===== config.mk =====
export PLATFORM = sky130hd
export DESIGN_NAME = multicycle_ctrl_fsm_flat
export DESIGN_NICKNAME = d
export VERILOG_FILES = /design/src/rtl/cpu_ctrl_pkg.sv /design/src/rtl/multicycle_ctrl_fsm_if.sv /design/src/rtl/ctrl_decode.sv /design/src/rtl/multicycle_ctrl_fsm.sv /design/src/flat_wrapper.sv
export SDC_FILE = /design/constraint.sdc
export NUM_CORES = 1
export LEC_CHECK = 0
export BUFFER_PORTS_ARGS = -buffer_cell sky130_fd_sc_hd__buf_4
export CAP_MARGIN = 20
export CORE_MARGIN = 2
export CORE_UTILIZATION = 40
export CTS_BUF_LIST = sky130_fd_sc_hd__clkbuf_16
export DETAILED_ROUTE_END_ITERATION = 7
export HOLD_SLACK_MARGIN = 0.1
export PLACE_DENSITY = 0.72
export SLEW_MARGIN = 20
export SYNTH_ARGS = -nofsm -noshare
export SYNTH_HDL_FRONTEND = slang
export SYNTH_SLANG_ARGS = --single-unit

===== constraint.sdc =====
create_clock -name clk -period 1.6 [get_ports clk]
set_input_delay 0.24 -clock clk [delete_from_list [all_inputs] [get_ports clk]]
set_output_delay 0.24 -clock clk [all_outputs]
set_load 0.02 [all_outputs]

===== src/rtl/cpu_ctrl_pkg.sv =====
// Shared encodings, control-word layout and FSM state type for the multicycle
// control unit.
package cpu_ctrl_pkg;

    localparam logic [3:0] OP_HALT  = 4'b0000;
    localparam logic [3:0] OP_ANDI  = 4'b0001;
    localparam logic [3:0] OP_ORI   = 4'b0010;
    localparam logic [3:0] OP_BGT   = 4'b0100;
    localparam logic [3:0] OP_BLT   = 4'b0101;
    localparam logic [3:0] OP_BEQ   = 4'b0110;
    localparam logic [3:0] OP_JMP   = 4'b0111;
    localparam logic [3:0] OP_LBU   = 4'b1010;
    localparam logic [3:0] OP_SB    = 4'b1011;
    localparam logic [3:0] OP_LW    = 4'b1100;
    localparam logic [3:0] OP_SW    = 4'b1101;
    localparam logic [3:0] OP_TYPEA = 4'b1111;

    localparam logic [1:0] ALU_CTRL_TYPEA = 2'b00;
    localparam logic [1:0] ALU_CTRL_LOGIC = 2'b01;
    localparam logic [1:0] ALU_CTRL_ADDR  = 2'b10;

    localparam logic [1:0] REG_WR_NONE   = 2'b00;
    localparam logic [1:0] REG_WR_SINGLE = 2'b01;
    localparam logic [1:0] REG_WR_PAIR   = 2'b11;

    localparam logic [1:0] JB_NONE   = 2'b00;
    localparam logic [1:0] JB_BRANCH = 2'b01;
    localparam logic [1:0] JB_JUMP   = 2'b11;

    typedef struct packed {
        logic       alu_b_type;
        logic       alu_src;
        logic       sign_change;
        logic       mem_read;
        logic       mem_to_reg;
        logic       mem_write;
        logic [1:0] alu_control;
        logic [1:0] reg_write;
        logic [1:0] jump_branch;
    } ctrl_word_t;

    typedef enum logic [1:0] {StRun, StMdBusy, StBubble, StHalted} state_t;

    function automatic int unsigned max_u(input int unsigned a, input int unsigned b);
        return (a > b) ? a : b;
    endfunction

endpackage


===== src/rtl/multicycle_ctrl_fsm_if.sv =====
// Instruction handshake in, registered datapath control word out.
interface multicycle_ctrl_fsm_if #(
    parameter int unsigned OPCODE_W = 4
);
    logic                instr_valid;
    logic                instr_ready;
    logic [OPCODE_W-1:0] opcode;
    logic                multi_div;
    logic                ctrl_valid;
    logic                alu_b_type;
    logic                alu_src;
    logic                sign_change;
    logic                mem_read;
    logic                mem_to_reg;
    logic                mem_write;
    logic [1:0]          alu_control;
    logic [1:0]          reg_write;
    logic [1:0]          jump_branch;
    logic                stall;
    logic                halted;
    logic                illegal_op;

    modport master (
        output instr_valid, opcode, multi_div,
        input  instr_ready, ctrl_valid, alu_b_type, alu_src, sign_change, mem_read,
               mem_to_reg, mem_write, alu_control, reg_write, jump_branch, stall, halted,
               illegal_op
    );

    modport slave (
        input  instr_valid, opcode, multi_div,
        output instr_ready, ctrl_valid, alu_b_type, alu_src, sign_change, mem_read,
               mem_to_reg, mem_write, alu_control, reg_write, jump_branch, stall, halted,
               illegal_op
    );
endinterface


===== src/rtl/ctrl_decode.sv =====
// Pure combinational opcode decoder; undefined opcodes yield an all-zero word
// with illegal set.
module ctrl_decode
    import cpu_ctrl_pkg::*;
#(
    parameter int unsigned OPCODE_W = 4
) (
    input  logic [OPCODE_W-1:0] opcode,
    input  logic                multi_div,
    output ctrl_word_t          word,
    output logic                illegal,
    output logic                halt
);

    always_comb begin
        word    = '0;
        illegal = 1'b0;
        halt    = 1'b0;
        if ((opcode >> 4) != '0) begin
            illegal = 1'b1;
        end else begin
            case (opcode[3:0])
                OP_TYPEA: begin
                    word.alu_control = ALU_CTRL_TYPEA;
                    word.reg_write   = multi_div ? REG_WR_PAIR : REG_WR_SINGLE;
                end
                OP_ANDI, OP_ORI: begin
                    word.alu_src     = 1'b1;
                    word.alu_control = ALU_CTRL_LOGIC;
                    word.reg_write   = REG_WR_SINGLE;
                end
                OP_LW, OP_LBU: begin
                    word.alu_b_type  = 1'b1;
                    word.alu_src     = 1'b1;
                    word.alu_control = ALU_CTRL_ADDR;
                    word.mem_read    = 1'b1;
                    word.mem_to_reg  = 1'b1;
                    word.sign_change = (opcode[3:0] == OP_LBU);
                end
                OP_SB, OP_SW: begin
                    word.alu_b_type  = 1'b1;
                    word.alu_src     = 1'b1;
                    word.alu_control = ALU_CTRL_ADDR;
                    word.mem_write   = 1'b1;
                end
                OP_BGT, OP_BLT, OP_BEQ: word.jump_branch = JB_BRANCH;
                OP_JMP:                 word.jump_branch = JB_JUMP;
                OP_HALT:                halt = 1'b1;
                default:                illegal = 1'b1;
            endcase
        end
    end

endmodule


===== src/rtl/multicycle_ctrl_fsm.sv =====
// Registered, stall-aware control unit: one instruction per handshake, holds issue
// for mult/div latency and branch bubbles, latches HALT until reset.
module multicycle_ctrl_fsm
    import cpu_ctrl_pkg::*;
#(
    parameter int unsigned OPCODE_W   = 4,
    parameter int unsigned MD_CYCLES  = 4,
    parameter int unsigned BR_BUBBLES = 1
) (
    input logic                  clk,
    input logic                  rst,
    multicycle_ctrl_fsm_if.slave bus
);

    localparam int unsigned CNT_W = $clog2(max_u(MD_CYCLES, BR_BUBBLES) + 1);

    state_t           state_q, state_d;
    logic [CNT_W-1:0] cnt_q, cnt_d;
    ctrl_word_t       hold_q, hold_d;
    ctrl_word_t       word_q, word_d;
    logic             valid_q, valid_d;
    logic             illegal_q, illegal_d;

    ctrl_word_t dec_word;
    logic       dec_illegal;
    logic       dec_halt;
    logic       ready;
    logic       fire;

    ctrl_decode #(
        .OPCODE_W(OPCODE_W)
    ) u_decode (
        .opcode   (bus.opcode),
        .multi_div(bus.multi_div),
        .word     (dec_word),
        .illegal  (dec_illegal),
        .halt     (dec_halt)
    );

    assign ready = (state_q == StRun);
    assign fire  = bus.instr_valid & ready;

    always_comb begin
        state_d   = state_q;
        cnt_d     = cnt_q;
        hold_d    = hold_q;
        word_d    = '0;
        valid_d   = 1'b0;
        illegal_d = 1'b0;
        unique case (state_q)
            StRun: begin
                if (fire) begin
                    if (dec_halt) begin
                        valid_d = 1'b1;
                        state_d = StHalted;
                    end else if (dec_word.reg_write == REG_WR_PAIR && MD_CYCLES > 1) begin
                        hold_d  = dec_word;
                        cnt_d   = CNT_W'(MD_CYCLES - 1);
                        state_d = StMdBusy;
                    end else begin
                        valid_d   = 1'b1;
                        word_d    = dec_word;
                        illegal_d = dec_illegal;
                        if (dec_word.jump_branch != JB_NONE && BR_BUBBLES > 0) begin
                            cnt_d   = CNT_W'(BR_BUBBLES - 1);
                            state_d = StBubble;
                        end
                    end
                end
            end
            StMdBusy: begin
                // Issue one cycle before the count expires so the pulse lands in the
                // last busy cycle, giving acceptance-to-valid of exactly MD_CYCLES.
                if (cnt_q == CNT_W'(1)) begin
                    valid_d = 1'b1;
                    word_d  = hold_q;
                end
                if (cnt_q == '0) state_d = StRun;
                else             cnt_d   = cnt_q - CNT_W'(1);
            end
            StBubble: begin
                if (cnt_q == '0) state_d = StRun;
                else             cnt_d   = cnt_q - CNT_W'(1);
            end
            StHalted: ;
            default:  state_d = StRun;
        endcase
    end

    always_ff @(posedge clk) begin
        if (rst) begin
            state_q   <= StRun;
            cnt_q     <= '0;
            hold_q    <= '0;
            word_q    <= '0;
            valid_q   <= 1'b0;
            illegal_q <= 1'b0;
        end else begin
            state_q   <= state_d;
            cnt_q     <= cnt_d;
            hold_q    <= hold_d;
            word_q    <= word_d;
            valid_q   <= valid_d;
            illegal_q <= illegal_d;
        end
    end

    assign bus.instr_ready = ready;
    assign bus.halted      = (state_q == StHalted);
    assign bus.stall       = ~ready & (state_q != StHalted);
    assign bus.ctrl_valid  = valid_q;
    assign bus.illegal_op  = illegal_q;
    assign bus.alu_b_type  = word_q.alu_b_type;
    assign bus.alu_src     = word_q.alu_src;
    assign bus.sign_change = word_q.sign_change;
    assign bus.mem_read    = word_q.mem_read;
    assign bus.mem_to_reg  = word_q.mem_to_reg;
    assign bus.mem_write   = word_q.mem_write;
    assign bus.alu_control = word_q.alu_control;
    assign bus.reg_write   = word_q.reg_write;
    assign bus.jump_branch = word_q.jump_branch;

endmodule


===== src/flat_wrapper.sv =====
// flat-port wrapper written by rule: the top's interface ports become plain ports
module multicycle_ctrl_fsm_flat import cpu_ctrl_pkg::*;
#(
    parameter int unsigned OPCODE_W   = 4,
    parameter int unsigned MD_CYCLES  = 4,
    parameter int unsigned BR_BUBBLES = 1
)
  (clk, rst, bus_instr_valid, bus_opcode, bus_multi_div, bus_instr_ready, bus_ctrl_valid, bus_alu_b_type, bus_alu_src, bus_sign_change, bus_mem_read, bus_mem_to_reg, bus_mem_write, bus_alu_control, bus_reg_write, bus_jump_branch, bus_stall, bus_halted, bus_illegal_op);
  multicycle_ctrl_fsm_if #(.OPCODE_W(OPCODE_W)) bus_i ();
  input logic clk;
  input logic rst;
  input wire logic [$bits(bus_i.instr_valid)-1:0] bus_instr_valid;
  input wire logic [$bits(bus_i.opcode)-1:0] bus_opcode;
  input wire logic [$bits(bus_i.multi_div)-1:0] bus_multi_div;
  output wire logic [$bits(bus_i.instr_ready)-1:0] bus_instr_ready;
  output wire logic [$bits(bus_i.ctrl_valid)-1:0] bus_ctrl_valid;
  output wire logic [$bits(bus_i.alu_b_type)-1:0] bus_alu_b_type;
  output wire logic [$bits(bus_i.alu_src)-1:0] bus_alu_src;
  output wire logic [$bits(bus_i.sign_change)-1:0] bus_sign_change;
  output wire logic [$bits(bus_i.mem_read)-1:0] bus_mem_read;
  output wire logic [$bits(bus_i.mem_to_reg)-1:0] bus_mem_to_reg;
  output wire logic [$bits(bus_i.mem_write)-1:0] bus_mem_write;
  output wire logic [$bits(bus_i.alu_control)-1:0] bus_alu_control;
  output wire logic [$bits(bus_i.reg_write)-1:0] bus_reg_write;
  output wire logic [$bits(bus_i.jump_branch)-1:0] bus_jump_branch;
  output wire logic [$bits(bus_i.stall)-1:0] bus_stall;
  output wire logic [$bits(bus_i.halted)-1:0] bus_halted;
  output wire logic [$bits(bus_i.illegal_op)-1:0] bus_illegal_op;
  assign bus_i.instr_valid = bus_instr_valid;
  assign bus_i.opcode = bus_opcode;
  assign bus_i.multi_div = bus_multi_div;
  assign bus_instr_ready = bus_i.instr_ready;
  assign bus_ctrl_valid = bus_i.ctrl_valid;
  assign bus_alu_b_type = bus_i.alu_b_type;
  assign bus_alu_src = bus_i.alu_src;
  assign bus_sign_change = bus_i.sign_change;
  assign bus_mem_read = bus_i.mem_read;
  assign bus_mem_to_reg = bus_i.mem_to_reg;
  assign bus_mem_write = bus_i.mem_write;
  assign bus_alu_control = bus_i.alu_control;
  assign bus_reg_write = bus_i.reg_write;
  assign bus_jump_branch = bus_i.jump_branch;
  assign bus_stall = bus_i.stall;
  assign bus_halted = bus_i.halted;
  assign bus_illegal_op = bus_i.illegal_op;
  multicycle_ctrl_fsm #(.OPCODE_W(OPCODE_W), .MD_CYCLES(MD_CYCLES), .BR_BUBBLES(BR_BUBBLES)) u_core (.clk(clk), .rst(rst), .bus(bus_i));
endmodule

# Word level (Yosys, flattened, before mapping)
# Index checks and enable logic that the tools add are counted.
# word_totals
reg_bits	31
latch_bits	0
ram_bits	0
rom_bits	0
input_bits	8
word_cells	100
n_memories	0
# classes
addsub	1
mul	0
n_div	0
order_cmp	0
n_eq_ne	23
n_shift	0
muxes	32
bitwise_logic	5
reduce_logical	17
# ops
op	count
$mux 12	4
$pmux 12 s2	1
$eq 4x4->1 const B	5
$mux 3	6
$eq 4x3->1 const B	4
$pmux 2 s2	4
$mux 2	6
$reduce_or 12->1	1
$mux 1	9
$ne 2x2->1 const B	4
$reduce_and 4->1	2
$reduce_or 2->1	4
$eq 2x2->1 const B	3
$pmux 3 s2	1
$reduce_or 6->1	1
$reduce_and 5->1	1
$reduce_or 5->1	1
$eq 4x1->1 const B	1
$eq 4x2->1 const B	1
$logic_not 4->1	1
$ne 4x3->1 const B	1
$reduce_bool 2->1	2
$reduce_or 4->1	1
$eq 3x1->1 const B	1
other kinds (10)	13

# Longest topological paths before layout
# logic_depth
depth_word	9
depth_mapped	7
mapped_depth_nobuf	7

# Hierarchy
# A second synthesis with hierarchy kept.
# hier_totals
hier_cells	167
hier_area_um2	1532.7
# by_module_without_submodules
mod	n_inst	cells_each	area_each_um2	seq_area_each_um2
multicycle_ctrl_fsm	1	137	1326.3	620.6
ctrl_decode	1	30	206.4	0.0

# Worst setup path after synthesis
# No wires, ideal clock.
# synth_timing
kind	register -> register
from	register u_core.state_q[0]
to	register u_core.state_q[0]
setup_time_ns	0.101
t_arrival_ns	1.631
t_required_ns	1.499
path_slack_ns	-0.132
path_stages_with_launch	7
path_buffers	0
path_cell_list	dfxtp_1 -> inv_1 -> ha_1 -> nor2b_1 -> a2111oi_1 -> o21ai_0 -> o41ai_1
# synth_via
elab_chain_cells	4
word_cells_on_any_way	11
classes_between	eq/ne: 5; mux: 1; bitwise: 1; reduce/logical: 4
# synth_rtl
item	line	rtl
start, declared	multicycle_ctrl_fsm.sv:17	state_t state_q, state_d;
start signal, assigned	multicycle_ctrl_fsm.sv:92	state_q <= StRun;
start signal, assigned	multicycle_ctrl_fsm.sv:99	state_q <= state_d;
$eq 2x1->1 (tied with other cells)	multicycle_ctrl_fsm.sv:50	unique case (state_q)
$reduce_or 2->1 (no source line) or $and 1x1->1 (tied branches)	--	
$ne 2x1->1 (no source line) (tied with other cells)	--	
$reduce_and 4->1 (no source line)	--	
# Several ways; a longest one is shown, not always the timed one.
# A chain may end at the register's enable or synchronous reset.

# Worst setup path after layout
# layout_timing
from	register u_core.cnt_q[0]
to	register u_core.state_q[1]
# layout_via
elab_chain_cells	3
# layout_rtl
item	line	rtl
start, declared	multicycle_ctrl_fsm.sv:18	logic [CNT_W-1:0] cnt_q, cnt_d;
start signal, assigned	multicycle_ctrl_fsm.sv:100	cnt_q <= cnt_d;
$logic_not 3->1	multicycle_ctrl_fsm.sv:78, multicycle_ctrl_fsm.sv:82	
$ne 2x1->1 (no source line)	--	
$reduce_and 4->1 (no source line)	--	
# No other way between the ends.

==> summary.txt <==
Logic synthesis
  – Syn_nets: about 160
  – Largest area contributor in the synthesized netlist: sky130_fd_sc_hd__dfxtp_1
  – #FFs+latches synth: 29
  – Yosys top cell area share: 45.09%
  – Share of the yosys chip area belonging to registers: 45.09%
  – Post-Syn Area: approximately 1300 µm²
  – Cells taking the most area after synthesis: sky130_fd_sc_hd__dfxtp_1 (45%), sky130_fd_sc_hd__ha_1 (6.8%), sky130_fd_sc_hd__and2_1 (5.8%)
  – FFs w/ async S/R, synth: 0%
  – Number of enable-type register cells in the synthesized netlist: 0
  – Number of unique standard cell types used by synthesis: 39
  – Most frequently used flop master after synthesis: sky130_fd_sc_hd__dfxtp_1
  – Gate count after technology mapping: 141
  – Post-synthesis area per instance: 9.131 µm²
  – Yosys warning total: 0

Clock network
  – Bufs on Longest Clock Path: 2
  – Insertion delay of the later-clocked pin in the worst-skew pair: 0.27 ns
  – Clock-pin slew on the worst setup and hold paths: 0.05 ns
  – CTS tree: built
  – Cell chosen for the clock root: sky130_fd_sc_hd__clkbuf_16
  – H-tree lvl count: 2
  – Number of post-CTS setup repair buffers: 0
  – CTS sink cnt: 29
  – Total CTS buffers: 5

Drt
  – Vias per std cell: 5.023
  – Overall via count from detail_route: 1075
  – Total wire length after detailed routing: 2.800 mm
  – Wirelength per Cell: 13.08 µm
  – DRT iter0 DRCs: 31
  – Routed met3 length: roughly 150 µm
  – Top layer in use: met4
  – Router iterations before antenna repair: 4
  – Post-detailed-route count of antenna-violating nets: 0
  – Post-detailed-route DRC marker count: 0
  – Met2 WL: 1.364 mm
  – Routed length on met1: 1.244 mm

GRT
  – Overall global routing resource usage: between 15 and 20%
  – Number of antenna violations at the first check in global routing: 0
  – Vias in the first global route: 975
  – Gr ovfl total: 0
  – Largest net degree at the start of global routing: 15
  – First-pass GRT wire length: 4.491 mm

Timing
  – Final critical path time including I/O delays and setup: 1.549 ns
  – RSZ-0062 raised after global routing: false
  – WHS: 0.2606 ns
  – Sum of negative setup slack: 0 ns
  – Least-Margin Pin Slew: 0.3417 ns
  – Fin worst setup slack: 0.05109 ns
  – Period utilisation layout: 96.81%
  – Relative slew margins: between 70 and 80%
  – Final number of max-transition violations: 0
  – Final setup violation count: 0
  – Worst Skew: 0.003354 ns
  – Number of hold-slack violations in the final timing report: 0
  – Achievable clock frequency: 645.6 MHz

Die
  – Count of boundary I/O pins: 25
  – Die footprint: 3689 µm²
  – Number of rows created at floorplan: 20
  – Effective utilization at floorplan: 42.17%
  – Chip Width: around 60 µm
  – Core region area: just over 3000 µm²
  – Vert. Die Dim: 60.74 µm

Power
  – Post-route total power: a little over 2 mW
  – Worst IR Drop VDD: approximately 0.69 mV
  – Pwr per Cell Area: 1212 nW/µm²
  – Leakage power: 0.7063 nW

Critical path
  – Signal arrival time at the worst endpoint: 1.73 ns
  – Launching element type of the critical path: register
  – CP Class: register to register
  – Biggest fanout along the worst timing path: 3
  – Required time worst endpoint: between 1.5 and 2 ns
  – Worst Setup End Kind: register
  – Register-to-register setup slack: 0.05 ns

Final layout
  – Antenna diodes: 0
  – Area taken by flip-flops and latches: 581.8 µm²
  – End-of-flow core utilization: 55.90%
  – Top library cells by usage in the layout, fill and taps aside: sky130_fd_sc_hd__buf_4 (30), sky130_fd_sc_hd__dfxtp_1 (28), sky130_fd_sc_hd__nor2_1 (13)
  – Non-filler cells in the finished layout: 214
  – Share of layout cells above drive strength 1: 27.65%
  – Area of the multi-input gates: 644.4 µm²
  – Max FFs per register: 11
  – # nets final: 184
  – Fillers: 283
  – Area delta synth->final: 32.56%
  – Biggest registers after layout: u_core.hold_q: 11 flops, u_core.cnt_q: 3 flops
  – Top register by number of flip-flops: u_core.hold_q
  – Post-route cell area: 1707 µm²
  – Most common library cell in the layout ignoring fill and taps: sky130_fd_sc_hd__buf_4

Placement
  – Setup slack at placement: -0.03429 ns
  – Post-detail-place hpwl: 1.891 mm
  – Gpl congestion: 0.8225
  – Placement Cell Area: 1524 µm²
  – I/O Buffers: 24
  – Placed Cells: 206

Min path
  – Worst Hold Class: input pin to register

Job
  – Number of maximum-capacitance constraint violations: 0

Run status
  – Result of the run: complete, no violations
synthesized netlist by cell type, types with 3 or more instances:
master / n
sky130_fd_sc_hd__dfxtp_1: 29
sky130_fd_sc_hd__nor2_1: 13
sky130_fd_sc_hd__and2_1: 12
sky130_fd_sc_hd__a21oi_1: 10
sky130_fd_sc_hd__inv_1: 10
sky130_fd_sc_hd__nand2_1: 10
sky130_fd_sc_hd__ha_1: 7
sky130_fd_sc_hd__o21ai_0: 5
sky130_fd_sc_hd__buf_2: 3
sky130_fd_sc_hd__clkbuf_1: 3
critical path: stages (launching register included):
cell                      delay, ns
sky130_fd_sc_hd__dfxtp_2       0.34
sky130_fd_sc_hd__inv_1         0.07
sky130_fd_sc_hd__ha_1          0.20
sky130_fd_sc_hd__ha_2          0.18
sky130_fd_sc_hd__or3b_4        0.40
sky130_fd_sc_hd__o31ai_2       0.09
sky130_fd_sc_hd__o21ai_1       0.10
sky130_fd_sc_hd__o31ai_1       0.08
area by class of cell:
cell class                 count  share of cell area (%)
multi-input combinational     93                   37.76
inverter                      10                   2.199
clock buffer                   5                   7.331
sequential                    29                   34.09
tap                           44                   3.226
timing repair buffer          30                   13.20
clock inverter                 3                   2.199
metal layers:
metal | global-route usage, % | up-vias
met5 | 0 | -
met4 | 8.385 | 0
met3 | 6.397 | 4
met2 | 25.65 | 33
met1 | 21.87 | 503
li1 | - | 535
cells by family (layout without fill, tap and decap cells):
group                    Yosys count  count (layout)  share of synthesized area, %
buffers and inverters             19              48                         7.289
XOR/XNOR                           2               2                         1.361
multiplexers                       1               1                        0.7775
flip-flops                        29              29                         45.09
AND/OR/NAND/NOR                   50              50                         20.41
adder cells (fa/ha/maj)            7               7                         6.802
AO/OA/AOI/OAI                     33              33                         18.27
where the power goes:
group	internal, mW	switching [mW]
clock	0.720	0.306
combinational	0.126	0.163
sequential	0.746	0.00819
total	1.59	0.477
path summary, 6_finish.rpt:
path | depth (start not counted) | start | end
max reg2reg | 7 | u_core.cnt_q[0] | u_core.state_q[1]
max | 7 | u_core.cnt_q[0] | u_core.state_q[1]
min reg2reg | 2 | u_core.hold_q[3] | u_core.bus.reg_write[1]
min | 2 | rst | u_core.hold_q[3]
repair_timing:
| item | CTS | global route |
|---|---|---|
| hold buffers | 0 | 0 |
| endpoints found under the hold margin | 0 | 0 |
| pin swaps | 0 | 2 |
| gates cloned | 0 | 0 |
| setup endpoints to repair | 2 | 5 |
| resized for setup | 5 | 3 |
Note: power is estimated with default switching activity, not from simulation.
